==> config.mk <==
export PLATFORM = sky130hd
export DESIGN_NAME = max7219_ctrlmod
export DESIGN_NICKNAME = d
export VERILOG_FILES = /design/src/rtl/max7219_pkg.sv /design/src/rtl/max7219_initrom.sv /design/src/rtl/max7219_ctrlmod.sv
export SDC_FILE = /design/constraint.sdc
export NUM_CORES = 1
export LEC_CHECK = 0
export BUFFER_PORTS_ARGS = -buffer_cell sky130_fd_sc_hd__buf_2
export CAP_MARGIN = 20
export CORE_ASPECT_RATIO = 0.9
export CORE_UTILIZATION = 60
export CTS_BUF_LIST = sky130_fd_sc_hd__clkbuf_8
export CTS_CLUSTER_DIAMETER = 40
export DETAILED_ROUTE_END_ITERATION = 10
export PLACE_DENSITY = 0.8
export REMOVE_ABC_BUFFERS = 1
export SLEW_MARGIN = 20
export SYNTH_ARGS = -nofsm -noshare
export SYNTH_HDL_FRONTEND = slang
export SYNTH_HIERARCHICAL = 1
export SYNTH_SLANG_ARGS = --single-unit
==> constraint.sdc <==
create_clock -name CLOCK -period 3.8 [get_ports CLOCK]
set_clock_uncertainty 0.1 [all_clocks]
set_input_delay 0.76 -clock CLOCK [delete_from_list [all_inputs] [get_ports CLOCK]]
set_output_delay 0.76 -clock CLOCK [all_outputs]
set_load 0.1 [all_outputs]
==> src/rtl/max7219_pkg.sv <==
// Shared definitions for the MAX7219 command sequencer: register map,
// sequencer states and init table size.
package max7219_pkg;

    localparam logic [7:0] REG_NOOP      = 8'h00;
    localparam logic [7:0] REG_DIGIT0    = 8'h01;
    localparam logic [7:0] REG_DECODE    = 8'h09;
    localparam logic [7:0] REG_INTENSITY = 8'h0A;
    localparam logic [7:0] REG_SCANLIM   = 8'h0B;
    localparam logic [7:0] REG_SHUTDOWN  = 8'h0C;
    localparam logic [7:0] REG_TEST      = 8'h0F;

    localparam int unsigned INIT_CMD_CNT = 6;

    typedef enum logic [2:0] {
        ST_INIT,
        ST_LOAD,
        ST_WAIT,
        ST_GAP,
        ST_IDLE,
        ST_FRAME
    } state_e;

endpackage

==> src/rtl/max7219_initrom.sv <==
// Power-up command table for the MAX7219: index -> {register address, data}.
module max7219_initrom
    import max7219_pkg::*;
#(
    parameter logic [7:0] DECODE_MODE = 8'h00,
    parameter logic [7:0] SCAN_LIMIT  = 8'h07
) (
    input  logic [2:0] idx,
    input  logic [3:0] intensity,
    output logic [7:0] addr,
    output logic [7:0] data
);

    always_comb begin
        addr = REG_NOOP;
        data = '0;
        case (idx)
            3'd0: begin addr = REG_TEST;      data = 8'h00;             end
            3'd1: begin addr = REG_SHUTDOWN;  data = 8'h00;             end
            3'd2: begin addr = REG_SCANLIM;   data = SCAN_LIMIT;        end
            3'd3: begin addr = REG_DECODE;    data = DECODE_MODE;       end
            3'd4: begin addr = REG_INTENSITY; data = {4'h0, intensity}; end
            3'd5: begin addr = REG_SHUTDOWN;  data = 8'h01;             end
            default: begin addr = REG_NOOP;   data = 8'h00;             end
        endcase
    end

endmodule

==> src/rtl/max7219_ctrlmod.sv <==
// MAX7219 command sequencer: runs the init table, then pushes 8-digit frames
// (plus intensity updates) to the serial write module via call/done.
module max7219_ctrlmod
    import max7219_pkg::*;
#(
    parameter int unsigned REFRESH_CYC = 5_000_000,
    parameter logic [7:0]  DECODE_MODE = 8'h00,
    parameter logic [7:0]  SCAN_LIMIT  = 8'h07,
    parameter int unsigned GAP_CYC     = 2,
    parameter int unsigned TIMEOUT_CYC = 4096
) (
    input  logic        CLOCK,
    input  logic        RST,
    input  logic [63:0] iDIGITS,
    input  logic [3:0]  iIntensity,
    input  logic        iUpdate,
    output logic        oCall,
    output logic [7:0]  oADDR,
    output logic [7:0]  oDATA,
    input  logic        iDone,
    output logic        oBusy,
    output logic        oInitDone,
    output logic        oTimeout
);

    state_e      state_q,     state_d;
    logic [2:0]  init_idx_q,  init_idx_d;
    logic [3:0]  frame_idx_q, frame_idx_d;
    logic [7:0]  addr_q,      addr_d;
    logic [7:0]  data_q,      data_d;
    logic        call_q,      call_d;
    logic        busy_q,      busy_d;
    logic        init_done_q, init_done_d;
    logic        timeout_q,   timeout_d;
    logic        pend_q,      pend_d;
    logic [31:0] refresh_q,   refresh_d;
    logic [3:0]  shadow_q,    shadow_d;
    logic [63:0] snap_q,      snap_d;
    logic [31:0] wdog_q,      wdog_d;
    logic [3:0]  gap_q,       gap_d;

    logic        tick;
    logic [3:0]  digit;
    logic [7:0]  rom_addr;
    logic [7:0]  rom_data;

    max7219_initrom #(
        .DECODE_MODE (DECODE_MODE),
        .SCAN_LIMIT  (SCAN_LIMIT)
    ) u_initrom (
        .idx       (init_idx_q),
        .intensity (iIntensity),
        .addr      (rom_addr),
        .data      (rom_data)
    );

    always_comb begin
        state_d     = state_q;
        init_idx_d  = init_idx_q;
        frame_idx_d = frame_idx_q;
        addr_d      = addr_q;
        data_d      = data_q;
        call_d      = call_q;
        busy_d      = busy_q;
        init_done_d = init_done_q;
        timeout_d   = 1'b0;
        pend_d      = pend_q;
        refresh_d   = refresh_q;
        shadow_d    = shadow_q;
        snap_d      = snap_q;
        wdog_d      = wdog_q;
        gap_d       = gap_q;
        tick        = 1'b0;
        digit       = '0;

        if (init_done_q && (REFRESH_CYC != 0)) begin
            if (refresh_q == 32'(REFRESH_CYC - 1)) begin
                refresh_d = '0;
                tick      = 1'b1;
            end else begin
                refresh_d = refresh_q + 32'd1;
            end
        end

        if (iUpdate || tick) begin
            pend_d = 1'b1;
        end

        case (state_q)
            ST_INIT: begin
                addr_d     = rom_addr;
                data_d     = rom_data;
                if (rom_addr == REG_INTENSITY) begin
                    shadow_d = iIntensity;
                end
                init_idx_d = init_idx_q + 3'd1;
                state_d    = ST_LOAD;
            end
            ST_LOAD: begin
                call_d  = 1'b1;
                wdog_d  = '0;
                state_d = ST_WAIT;
            end
            ST_WAIT: begin
                if (iDone) begin
                    call_d  = 1'b0;
                    gap_d   = 4'(GAP_CYC - 1);
                    state_d = ST_GAP;
                end else if (wdog_q == TIMEOUT_CYC - 1) begin
                    call_d    = 1'b0;
                    timeout_d = 1'b1;
                    gap_d     = 4'(GAP_CYC - 1);
                    state_d   = ST_GAP;
                end else begin
                    wdog_d = wdog_q + 32'd1;
                end
            end
            ST_GAP: begin
                // The init sequence hands over straight to a forced frame.
                if (gap_q != '0) begin
                    gap_d = gap_q - 4'd1;
                end else if (!init_done_q) begin
                    if (init_idx_q == 3'(INIT_CMD_CNT)) begin
                        init_done_d = 1'b1;
                        snap_d      = iDIGITS;
                        frame_idx_d = '0;
                        state_d     = ST_FRAME;
                    end else begin
                        state_d = ST_INIT;
                    end
                end else if (frame_idx_q == 4'd9) begin
                    busy_d  = 1'b0;
                    state_d = ST_IDLE;
                end else begin
                    state_d = ST_FRAME;
                end
            end
            ST_IDLE: begin
                if (pend_q) begin
                    pend_d      = iUpdate | tick;
                    busy_d      = 1'b1;
                    snap_d      = iDIGITS;
                    frame_idx_d = '0;
                    state_d     = ST_FRAME;
                end
            end
            ST_FRAME: begin
                // Index 0 is the optional intensity write; 1..8 are digit addresses.
                if ((frame_idx_q == '0) && (iIntensity != shadow_q)) begin
                    addr_d      = REG_INTENSITY;
                    data_d      = {4'h0, iIntensity};
                    shadow_d    = iIntensity;
                    frame_idx_d = 4'd1;
                end else begin
                    digit       = (frame_idx_q == '0) ? 4'd1 : frame_idx_q;
                    addr_d      = REG_DIGIT0 + {4'h0, digit - 4'd1};
                    data_d      = snap_q[{digit[2:0] - 3'd1, 3'b000} +: 8];
                    frame_idx_d = digit + 4'd1;
                end
                state_d = ST_LOAD;
            end
            default: begin
                state_d = ST_INIT;
            end
        endcase
    end

    always_ff @(posedge CLOCK) begin
        if (RST) begin
            state_q     <= ST_INIT;
            init_idx_q  <= '0;
            frame_idx_q <= '0;
            addr_q      <= '0;
            data_q      <= '0;
            call_q      <= 1'b0;
            busy_q      <= 1'b1;
            init_done_q <= 1'b0;
            timeout_q   <= 1'b0;
            pend_q      <= 1'b0;
            refresh_q   <= '0;
            shadow_q    <= '0;
            snap_q      <= '0;
            wdog_q      <= '0;
            gap_q       <= '0;
        end else begin
            state_q     <= state_d;
            init_idx_q  <= init_idx_d;
            frame_idx_q <= frame_idx_d;
            addr_q      <= addr_d;
            data_q      <= data_d;
            call_q      <= call_d;
            busy_q      <= busy_d;
            init_done_q <= init_done_d;
            timeout_q   <= timeout_d;
            pend_q      <= pend_d;
            refresh_q   <= refresh_d;
            shadow_q    <= shadow_d;
            snap_q      <= snap_d;
            wdog_q      <= wdog_d;
            gap_q       <= gap_d;
        end
    end

    assign oCall     = call_q;
    assign oADDR     = addr_q;
    assign oDATA     = data_q;
    assign oBusy     = busy_q;
    assign oInitDone = init_done_q;
    assign oTimeout  = timeout_q;

endmodule

==> reports/results.ini <==
[die]
die_h_um=112.9
initial_utilization=0.6135
die_x_um=125.2
core_area_mm2=0.01336
io_pins=92
fp-row-count=40
dieArea_mm2=0.01414

[clock_network]
cts_setup_buffers=0
clock_latency_ps=490
cts_root_buffer=clkbuf_8
clkSinkCount=167
ctsResizeCount=0
cts_max_path_buffers=2
cts_made_buffers=17
cts_tree=yes
clk_pin_slew_ps=100
cts_hold_buf=0
htreeDepth=4

[synthesis]
ys.flop_type=dfxtp_1
synth_seq_cells=167
synth_cell_type_count=71
syn_area_mm2=0.008198
synth-warning-count=6
synth_cells=982
synth-edff-count=0
async_reset_ff_frac=0
syn_avg_cell_area_um2=8.348
ys_seq_area_frac=0.4078

[worst_setup_path]
slowest_stage=dfxtp_1
cp-start-kind=register
critical_path.max_fanout=16
worstPathRequired_ps=4130
slowest_delay_ps=630
rrSetupSlack_ps=970
path_delay_family=multiplexers
worst-path-buf-inv=0
worstSetupPathType=register to register
cp_data_arrival_time_ps=3160
endpoint_kind=register
cp_cell_sequence=nor3_2 -> nor2_4 -> ha_1 -> xor2_4 -> mux2i_1 -> mux4_2 -> nand2_1 -> o311a_1

[pwr]
p_sw_w=0.001203
p_per_area_mw_per_mm2=401.6
ir_drop_uv=262.9
p_total_w=0.003621
internal-power_w=0.002417
p_leak_nw=3.157
p_clk_frac=0.349
seqPwrFrac=0.506
pwr-share-comb=0.145
switching_share=0.3324

[timing]
period_needed_ps=2829
worst_slew_pin_slew_ps=1060
hold_violations=0
rsz0062_at_grt=no
slew_violations=0
max_slew_margin=0.2910
finalSetupViolCount=0
fin_crit_sh=0.7445
fmax_mhz=353.5
tns_ps=0

[detailed_routing]
vias=7246
routed_via_density=5.920
ant_nets=0
drt_iter0_markers=672
drc=0
routed_wl_mm=18.76
routedWlPerCell_um=15.32
dr.pass1.iters=7

[layout]
drive_above_1_share=0.1573
fillCellCount=1148
area_growth_pct=9.982
finalInstanceArea_mm2=0.009016
nets=1121

[min_path]
hold_class=register to register

[status]
status=finished clean

[job]
drv_cap=0

[grt]
antenna_found_initial=1
grt.overflow.total=0
track_usage=0.2784
grt_pass1_wl_mm=31.94
first_global_vias=6675
grt_start_max_net_pins=74

[placed_design]
numPortBuffers=91
dpl-instance-area_mm2=0.008626
dpl.hpwl_mm=12.58
routabilityCongestion=0.8391

## metrics by stage
step / setup WS (ps) / cells / util / hold WS [ps]
floorplan: -167.8 / 920 / - / 327.1
global placement: 1032 / 1191 / 0.6455 / 339.6
detailed placement: 1004 / 1191 / 0.6455 / 345.6
CTS: 968.0 / 1223 / 0.6745 / 359.3
global route: 805.7 / 1224 / 0.6747 / 379.4
finish: 970.9 / 1224 / 0.6747 / 359.4
## synthesized netlist by cell type, drive strengths merged, types with 2 or more instances
master   number  share of area
a211o         2         0.0021
o311a         6         0.0073
and4         10          0.011
mux4         12          0.033
nand4        16          0.012
o31ai         4         0.0037
nor2         85          0.042
nand2b        3         0.0023
a311oi        3         0.0032
o22ai         5         0.0038
and3         10         0.0076
o41a          2         0.0027
o2111ai       8         0.0085
and2          3         0.0023
a211oi        5         0.0046
xor2         15          0.018
a2111o        6         0.0082
a22oi         5         0.0046
dfxtp       167           0.41
or4           7         0.0064
nor2b         3         0.0023
nor4         17          0.013
nor4b         4         0.0043
a41o          2         0.0024
or3          14          0.011
o21ai        19          0.012
buf          32          0.027
a31o          2         0.0021
nor3b         4         0.0049
a31oi         8         0.0061
inv          18         0.0082
xnor2        27          0.029
nand3        29          0.018
nor3         19          0.013
mux2i        30          0.037
nand2       207          0.095
ha            7          0.011
o211ai       15          0.014
a2111oi       2         0.0031
clkbuf       37          0.019
nand3b        5         0.0046
o21a          2         0.0018
or3b          3         0.0035
a21oi        92          0.056
## cell families (layout without fill, tap and decap cells)
logic type	count (synthesis)	count (layout)	share of synthesized area
AOI/OAI and AO/OA	195	195	0.1560
xor gates and xnor gates	42	42	0.04716
adders and majority gates	7	7	0.01068
buffers and inverters	87	153	0.05479
DFF	167	167	0.4078
muxes	42	42	0.06960
other	1	9	0.0004574
and+or+nand+nor	441	441	0.2535
## metal layers
layer | GRT usage | vias up | share of wire
met1 | 0.3978 | 3416 | 0.49
li1 | - | 3603 | -
met5 | 0 | - | 0
met3 | 0.04728 | 25 | 0.048
met4 | 0.09675 | 0 | 0.015
met2 | 0.4261 | 202 | 0.45
## final cells by class
class / instances / area, um2 / share of cell area
multi-input combinational: 735 / 4444 / 0.4929
antenna: 1 / 2.502 / 0.0002775
inverter: 18 / 67.56 / 0.007494
clock inverter: 15 / 153.9 / 0.01707
clock buffer: 17 / 234.0 / 0.02595
timing repair buffer: 103 / 560.5 / 0.06217
tap: 168 / 210.2 / 0.02331
sequential: 167 / 3343 / 0.3708
## power groups by stage
stage | clock network (W) | logic, W | registers, W
final | 0.00127 | 0.000525 | 0.00183
after global routing | 0.00135 | 0.000562 | 0.00184
after CTS | 0.00128 | 0.000523 | 0.00183
after detailed placement | 0 | 0.000521 | 0.00187
after global placement | 0 | 0.000515 | 0.00187
after floorplan | 0 | 0.000182 | 0.00205
## worst reg2reg max path: stages (launching register included)
cell and delay [ps]:
dfxtp_1 630, nor3_2 120, nor2_4 110, ha_1 320, xor2_4 590, mux2i_1 180, mux4_2 510, nand2_1 90
o311a_1 140
## worst paths after layout
kind                                    to            from  cells after the start
worst max-delay path              oDATA[1]  frame_idx_q[2]                      8
worst min register to register  snap_q[31]      snap_q[31]                      2
worst max register to register    oDATA[1]  frame_idx_q[2]                      8
worst min-delay path            snap_q[31]      snap_q[31]                      2
## layout by cell type (no fill, tap or decap), drive strengths merged, types with 6 or more instances in the layout
cell type / instances
o211ai: 15
nor4: 17
conb: 8
o311a: 6
or3: 14
ha: 7
and4: 10
xnor2: 27
buf: 103
a21oi: 92
nor3: 19
or4: 7
nand4: 16
nand2: 207
inv: 28
mux2i: 30
o21ai: 19
o2111ai: 8
dfxtp: 167
xor2: 15
clkbuf: 17
nor2: 85
nand3: 29
a2111o: 6
mux4: 12
and3: 10
a31oi: 8
## state kept, by name (all words and copies together), names as in the netlist, 4 cells and up
name,count
frame_idx_q,4
gap_q,4
oADDR,8
oDATA,8
refresh_q,32
shadow_q,4
snap_q,64
wdog_q,32
Note: power is estimated with default switching activity, not from simulation.
